===== config.mk =====
export PLATFORM = sky130hd
export DESIGN_NAME = mem_wb_pipe_stage
export DESIGN_NICKNAME = d
export VERILOG_FILES = /design/src/rtl/mem_wb_pipe_stage_pkg.sv /design/src/rtl/pipe_skid_buf.sv /design/src/rtl/mem_wb_pipe_stage.sv
export SDC_FILE = /design/constraint.sdc
export NUM_CORES = 1
export LEC_CHECK = 0
export BUFFER_PORTS_ARGS = -buffer_cell sky130_fd_sc_hd__buf_2
export CAP_MARGIN = 40
export CORE_ASPECT_RATIO = 0.7
export CORE_MARGIN = 5
export CORE_UTILIZATION = 40
export CTS_BUF_LIST = sky130_fd_sc_hd__clkbuf_4
export CTS_CLUSTER_DIAMETER = 80
export DETAILED_ROUTE_END_ITERATION = 10
export PLACE_DENSITY_LB_ADDON = 0.05
export SYNTH_ARGS = -nofsm -noshare
export SYNTH_HDL_FRONTEND = slang
export SYNTH_HIERARCHICAL = 1
export SYNTH_SLANG_ARGS = --single-unit

===== constraint.sdc =====
create_clock -name clk -period 1.65 [get_ports clk]
set_input_delay 0.165 -clock clk [delete_from_list [all_inputs] [get_ports clk]]
set_output_delay 0.165 -clock clk [all_outputs]
set_load 0.02 [all_outputs]

===== src/rtl/mem_wb_pipe_stage_pkg.sv =====
// Shared definitions for the MEM->WB pipeline stage: default widths, skid states,
// and the bit layout of the packed {address,value,rd,memToReg,regWrite} payload.
package mem_wb_pipe_stage_pkg;

  localparam int unsigned XLEN_DEF = 64;
  localparam int unsigned RD_W_DEF = 5;

  typedef enum logic [1:0] {
    SKID_EMPTY = 2'd0,
    SKID_ONE   = 2'd1,
    SKID_FULL  = 2'd2
  } skid_state_e;

  // Payload field offsets, LSB first.
  localparam int unsigned REGWRITE_OFS = 0;
  localparam int unsigned MEMTOREG_OFS = 1;
  localparam int unsigned RD_OFS       = 2;

  function automatic int unsigned value_ofs(input int unsigned rd_w);
    return RD_OFS + rd_w;
  endfunction

  function automatic int unsigned addr_ofs(input int unsigned xlen, input int unsigned rd_w);
    return value_ofs(rd_w) + xlen;
  endfunction

  function automatic int unsigned payload_w(input int unsigned xlen, input int unsigned rd_w);
    return addr_ofs(xlen, rd_w) + xlen;
  endfunction

endpackage


===== src/rtl/pipe_skid_buf.sv =====
// Generic valid/ready stage with a 2-entry skid buffer and synchronous flush;
// in_ready and out_valid are decoded from the state register only.
module pipe_skid_buf
  import mem_wb_pipe_stage_pkg::*;
#(
  parameter int unsigned WIDTH = 8
) (
  input  logic             clk,
  input  logic             reset,
  input  logic             flush,
  input  logic             in_valid,
  output logic             in_ready,
  input  logic [WIDTH-1:0] in_data,
  output logic             out_valid,
  input  logic             out_ready,
  output logic [WIDTH-1:0] out_data
);

  skid_state_e      state_q, state_d;
  logic [WIDTH-1:0] out_q, skid_q;
  logic             load_out, load_skid, move_skid;
  logic             in_beat, out_beat;

  assign in_ready  = (state_q != SKID_FULL);
  assign out_valid = (state_q != SKID_EMPTY);
  assign out_data  = out_q;
  assign in_beat   = in_valid & in_ready;
  assign out_beat  = out_valid & out_ready;

  always_ff @(posedge clk) begin
    if (reset) begin
      state_q <= SKID_EMPTY;
      out_q   <= '0;
      skid_q  <= '0;
    end else begin
      state_q <= state_d;
      if (load_out)       out_q <= in_data;
      else if (move_skid) out_q <= skid_q;
      if (load_skid)      skid_q <= in_data;
    end
  end

  // Next state; flush overrides any same-cycle in-beat.
  always_comb begin
    state_d   = state_q;
    load_out  = 1'b0;
    load_skid = 1'b0;
    move_skid = 1'b0;
    case (state_q)
      SKID_EMPTY: begin
        if (in_beat) begin
          state_d  = SKID_ONE;
          load_out = 1'b1;
        end
      end
      SKID_ONE: begin
        if (in_beat && out_beat) begin
          load_out = 1'b1;
        end else if (out_beat) begin
          state_d = SKID_EMPTY;
        end else if (in_beat) begin
          state_d   = SKID_FULL;
          load_skid = 1'b1;
        end
      end
      SKID_FULL: begin
        if (out_beat) begin
          state_d   = SKID_ONE;
          move_skid = 1'b1;
        end
      end
      default: state_d = SKID_EMPTY;
    endcase
    if (flush) begin
      state_d   = SKID_EMPTY;
      load_out  = 1'b0;
      load_skid = 1'b0;
      move_skid = 1'b0;
    end
  end

endmodule


===== src/rtl/mem_wb_pipe_stage.sv =====
// MEM->WB valid/ready pipeline stage with flush, optional skid buffer, and a
// forwarding tap taken from the output register.
module mem_wb_pipe_stage
  import mem_wb_pipe_stage_pkg::*;
#(
  parameter int unsigned XLEN    = XLEN_DEF,
  parameter int unsigned RD_W    = RD_W_DEF,
  parameter bit          SKID_EN = 1'b1
) (
  input  logic            clk,
  input  logic            reset,
  input  logic            flush,
  input  logic            in_valid,
  output logic            in_ready,
  input  logic [XLEN-1:0] address,
  input  logic [XLEN-1:0] value,
  input  logic [RD_W-1:0] rd,
  input  logic            memToReg,
  input  logic            regWrite,
  output logic            out_valid,
  input  logic            out_ready,
  output logic [XLEN-1:0] address_reg,
  output logic [XLEN-1:0] value_reg,
  output logic [RD_W-1:0] rd_reg,
  output logic            memToReg_reg,
  output logic            regWrite_reg,
  output logic            fwd_valid,
  output logic [XLEN-1:0] fwd_data
);

  localparam int unsigned PL_W     = payload_w(XLEN, RD_W);
  localparam int unsigned ADDR_LSB = addr_ofs(XLEN, RD_W);
  localparam int unsigned VAL_LSB  = value_ofs(RD_W);

  logic [PL_W-1:0] pl_in, pl_out;

  assign pl_in = {address, value, rd, memToReg, regWrite};

  generate
    if (SKID_EN) begin : g_skid
      pipe_skid_buf #(.WIDTH(PL_W)) u_skid (
        .clk       (clk),
        .reset     (reset),
        .flush     (flush),
        .in_valid  (in_valid),
        .in_ready  (in_ready),
        .in_data   (pl_in),
        .out_valid (out_valid),
        .out_ready (out_ready),
        .out_data  (pl_out)
      );
    end else begin : g_single
      logic            valid_q;
      logic [PL_W-1:0] pl_q;

      assign in_ready  = out_ready | ~valid_q;
      assign out_valid = valid_q;
      assign pl_out    = pl_q;

      always_ff @(posedge clk) begin
        if (reset) begin
          valid_q <= 1'b0;
          pl_q    <= '0;
        end else if (flush) begin
          valid_q <= 1'b0;
        end else if (in_valid && in_ready) begin
          valid_q <= 1'b1;
          pl_q    <= pl_in;
        end else if (out_ready) begin
          valid_q <= 1'b0;
        end
      end
    end
  endgenerate

  assign address_reg  = pl_out[ADDR_LSB +: XLEN];
  assign value_reg    = pl_out[VAL_LSB +: XLEN];
  assign rd_reg       = pl_out[RD_OFS +: RD_W];
  assign memToReg_reg = pl_out[MEMTOREG_OFS];
  // Stale payload after a flush must never look like a register write.
  assign regWrite_reg = pl_out[REGWRITE_OFS] & out_valid;

  assign fwd_valid = regWrite_reg & (rd_reg != '0);
  assign fwd_data  = memToReg_reg ? value_reg : address_reg;

endmodule


==> impl_metrics.json <==
{
  "coreArea_mm2": 0.0277,
  "dp_cells": 1789,
  "synth_area_leaders": "dfxtp_1 (49%), a221o_1 (12%), and3_1 (7.6%), mux2_2 (6.5%), a21oi_1 (6.1%)",
  "antenna_left": 0,
  "ys_warn_count": 6,
  "dieWidth_um": 210,
  "grt_pass1_wl_um": 65600,
  "critPathLaunch": "g_skid.u_skid/out_data[1]",
  "switching_power_uw": 4240,
  "overflow": 0,
  "crit_family": "flip-flops",
  "p_leak_uw": 0.00763,
  "vias": 11953,
  "clk_latency_ns": 0.67,
  "holdPathEnd": "g_skid.u_skid/out_data[127]",
  "hold_viol_final": 0,
  "power.share.combinational": 0.161,
  "cp_data_arrival_time_ns": 1.84,
  "crit_required_ns": 1.48,
  "finalPower_uw": 14700,
  "drv_slew": 0,
  "hold_path_class": "input port to register",
  "finalSetupViolCount": 317,
  "pwr-share-clk": 0.367,
  "peakVddDrop_v": 0.000491,
  "drt_iter0_markers": 826,
  "path_cells": "buf_12 > mux2_2 > buf_2",
  "violations": "negative setup slack",
  "ys.flop_type": "dfxtp_1",
  "cpPeakStageDelay_ns": 0.37,
  "htreeDepth": 3,
  "p_per_area_mw_per_mm2": 869,
  "seq_area_mm2": 0.00545,
  "antenna_found_initial": 1,
  "initial_core_util": 0.403,
  "synth-edff-count": 0,
  "synth.most_common_cell": "dfxtp_1",
  "timing.fmax_ghz": 0.499,
  "min_period_ns": 2.00,
  "slowest_stage": "dfxtp_4",
  "dp_hpwl_um": 23900,
  "root_buffer": "clkbuf_4",
  "syn_avg_cell_area_um2": 9.50,
  "grt_max_degree": 136,
  "endpoint_kind": "output port",
  "grt_usage": 0.259,
  "clk_pin_slew_worst_paths_ns": 0.07,
  "worst_setup_path_start_kind": "register",
  "cts_made_buffers": 70,
  "multi_input_area_mm2": 0.00542,
  "path_class": "register to output port",
  "ys_seq_area_frac": 0.488,
  "die_area_mm2": 0.0314,
  "pre_cts_ws_ns": -0.0114,
  "layout.cells.non_filler": 2095,
  "maxCapViolCount": 0,
  "wl_per_cell_um": 21.7,
  "outcome": "complete, but fails checks",
  "setup_ws_ns": -0.355,
  "path_depth": 3,
  "switching_share": 0.288,
  "rsz0062_at_grt": "yes",
  "ys_seq_elements": 272,
  "fillers": 2406,
  "gp_congestion": 0.744,
  "path_max_fanout": 32,
  "finalCritPeriodShare": 1.22,
  "netlist.area_leader.share": 0.488,
  "drive_gt1_frac": 0.385,
  "synthTopCellsByCount": "dfxtp_1 (272), a21oi_1 (136), and3_1 (136)",
  "pin_count": 342,
  "netlist_area_mm2": 0.0112,
  "synth_area_leader_cell": "dfxtp_1",
  "r2r-start": "g_skid.u_skid/state_q[1]",
  "io_buffers": 341,
  "first_pass_iters": 6,
  "hold_depth": 3,
  "drt_wl_total_um": 45500,
  "crit_buf_inv": 2,
  "synthToLayoutAreaGrowth_pct": 51.8,
  "drt-vias-per-instance": 5.71,
  "fin_setup_tns_ns": -32.20,
  "async_flop_share": 0,
  "rr_worst_depth": 9,
  "clock_skew_ns": 0.0201,
  "regToRegEndpoint": "g_skid.u_skid/skid_q[7]",
  "grt_pass1_vias": 11379,
  "cts_tree": "built",
  "tightest_slew_ns": 1.01,
  "relSlewSlack": 0.328,
  "final_nets": 1821,
  "fp.dieH_um": 150,
  "clk_path_buf_depth": 3,
  "min_from": "address[56]",
  "syn-num-nets": 1315,
  "fp-row-count": 51,
  "internal-power_uw": 10500,
  "netlist_instances": 1175,
  "ys_types": 28,
  "clkSinkCount": 272,
  "drcViolationCount": 0,
  "seq_power_share": 0.472,
  "r2r_slack_ns": -0.14
}
## layout make-up
type,count,area share
multi-input combinational,761,0.320
clock buffer,94,0.0416
timing repair buffer,575,0.285
antenna,1,0.000148
clock inverter,20,0.00457
tap,371,0.0274
sequential,272,0.322
inverter,1,0.000369
## power by group through the flow
stage | Clock (uW) | Sequential (uW) | Combinational [uW]
floorplan | 0 | 7230 | 785
global placement | 0 | 7090 | 1740
detailed placement | 0 | 7090 | 1740
CTS | 5540 | 6940 | 2250
global route | 5900 | 6970 | 2500
finish | 5410 | 6950 | 2380
## registers in the layout, indices dropped and copies added, names as in the netlist
| register | flops |
|---|---|
| g_skid.u_skid/out_data | 135 |
| g_skid.u_skid/skid_q | 135 |
| g_skid.u_skid/state_q | 2 |
## per-layer routing
metal	share of wire	track usage
met1	0.46	0.368
met5	0	0
met3	0.071	0.0545
met2	0.45	0.397
met4	0.019	0.0809
## what timing repair did
| item | CTS | global route |
|---|---|---|
| pin swaps | 5 | 24 |
| buffers inserted | 15 | 7 |
| gates cloned | 14 | 19 |
| hold buffers | 139 | 0 |
| endpoints found under the setup margin | 142 | 338 |
| hold endpoints to repair | 272 | 0 |
| resized for setup | 49 | 91 |
## stage by stage
step	hold WS (ns)	area, um^2	utilization
floorplan	0.304	11200	-
global placement	0.405	13400	0.483
detailed placement	0.408	13400	0.483
CTS	0.194	16200	0.585
global route	0.205	17000	0.612
finish	0.260	17000	0.612
## cells in the final DEF (no fill, tap or decap), types with 26 or more instances in the layout
master and instances:
and3_1 135, buf_4 26, a221o_1 135, dlygate4sd3_1 139, a21oi_2 33, mux2_2 60
a21oi_1 103, dfxtp_1 267, o21ai_1 135, nand3_1 121, buf_12 26, buf_2 328
clkbuf_4 94
## worst reg2reg max path, delay by kind of cell (launching register included)
kind | cells | cell delay (ns)
buffers and inverters | 6 | 0.81
AOI/OAI and AO/OA | 1 | 0.17
DFF | 1 | 0.33
and+or+nand+nor | 2 | 0.39
## kinds of logic (layout without fill, tap and decap cells)
logic type / Yosys count / count (layout) / synth area share
mux: 65 / 65 / 0.0654
buf+inv: 142 / 690 / 0.0538
flops: 272 / 272 / 0.488
simple gates: 286 / 286 / 0.147
compound gates: 410 / 410 / 0.246
other cells: 0 / 1 / 0
## how the worst max path moves through the flow
| stage | slack (ns) | endpoint |
|---|---|---|
| after floorplan | 0.003 | g_skid.u_skid/out_data[100] |
| final | -0.35 | fwd_data[39] |
| after global routing | -0.45 | fwd_valid |
| after CTS | -0.44 | fwd_valid |
| after global placement | 0.008 | g_skid.u_skid/out_data[105] |
| after detailed placement | -0.01 | g_skid.u_skid/out_data[25] |
(Power assumes the default switching activity.)
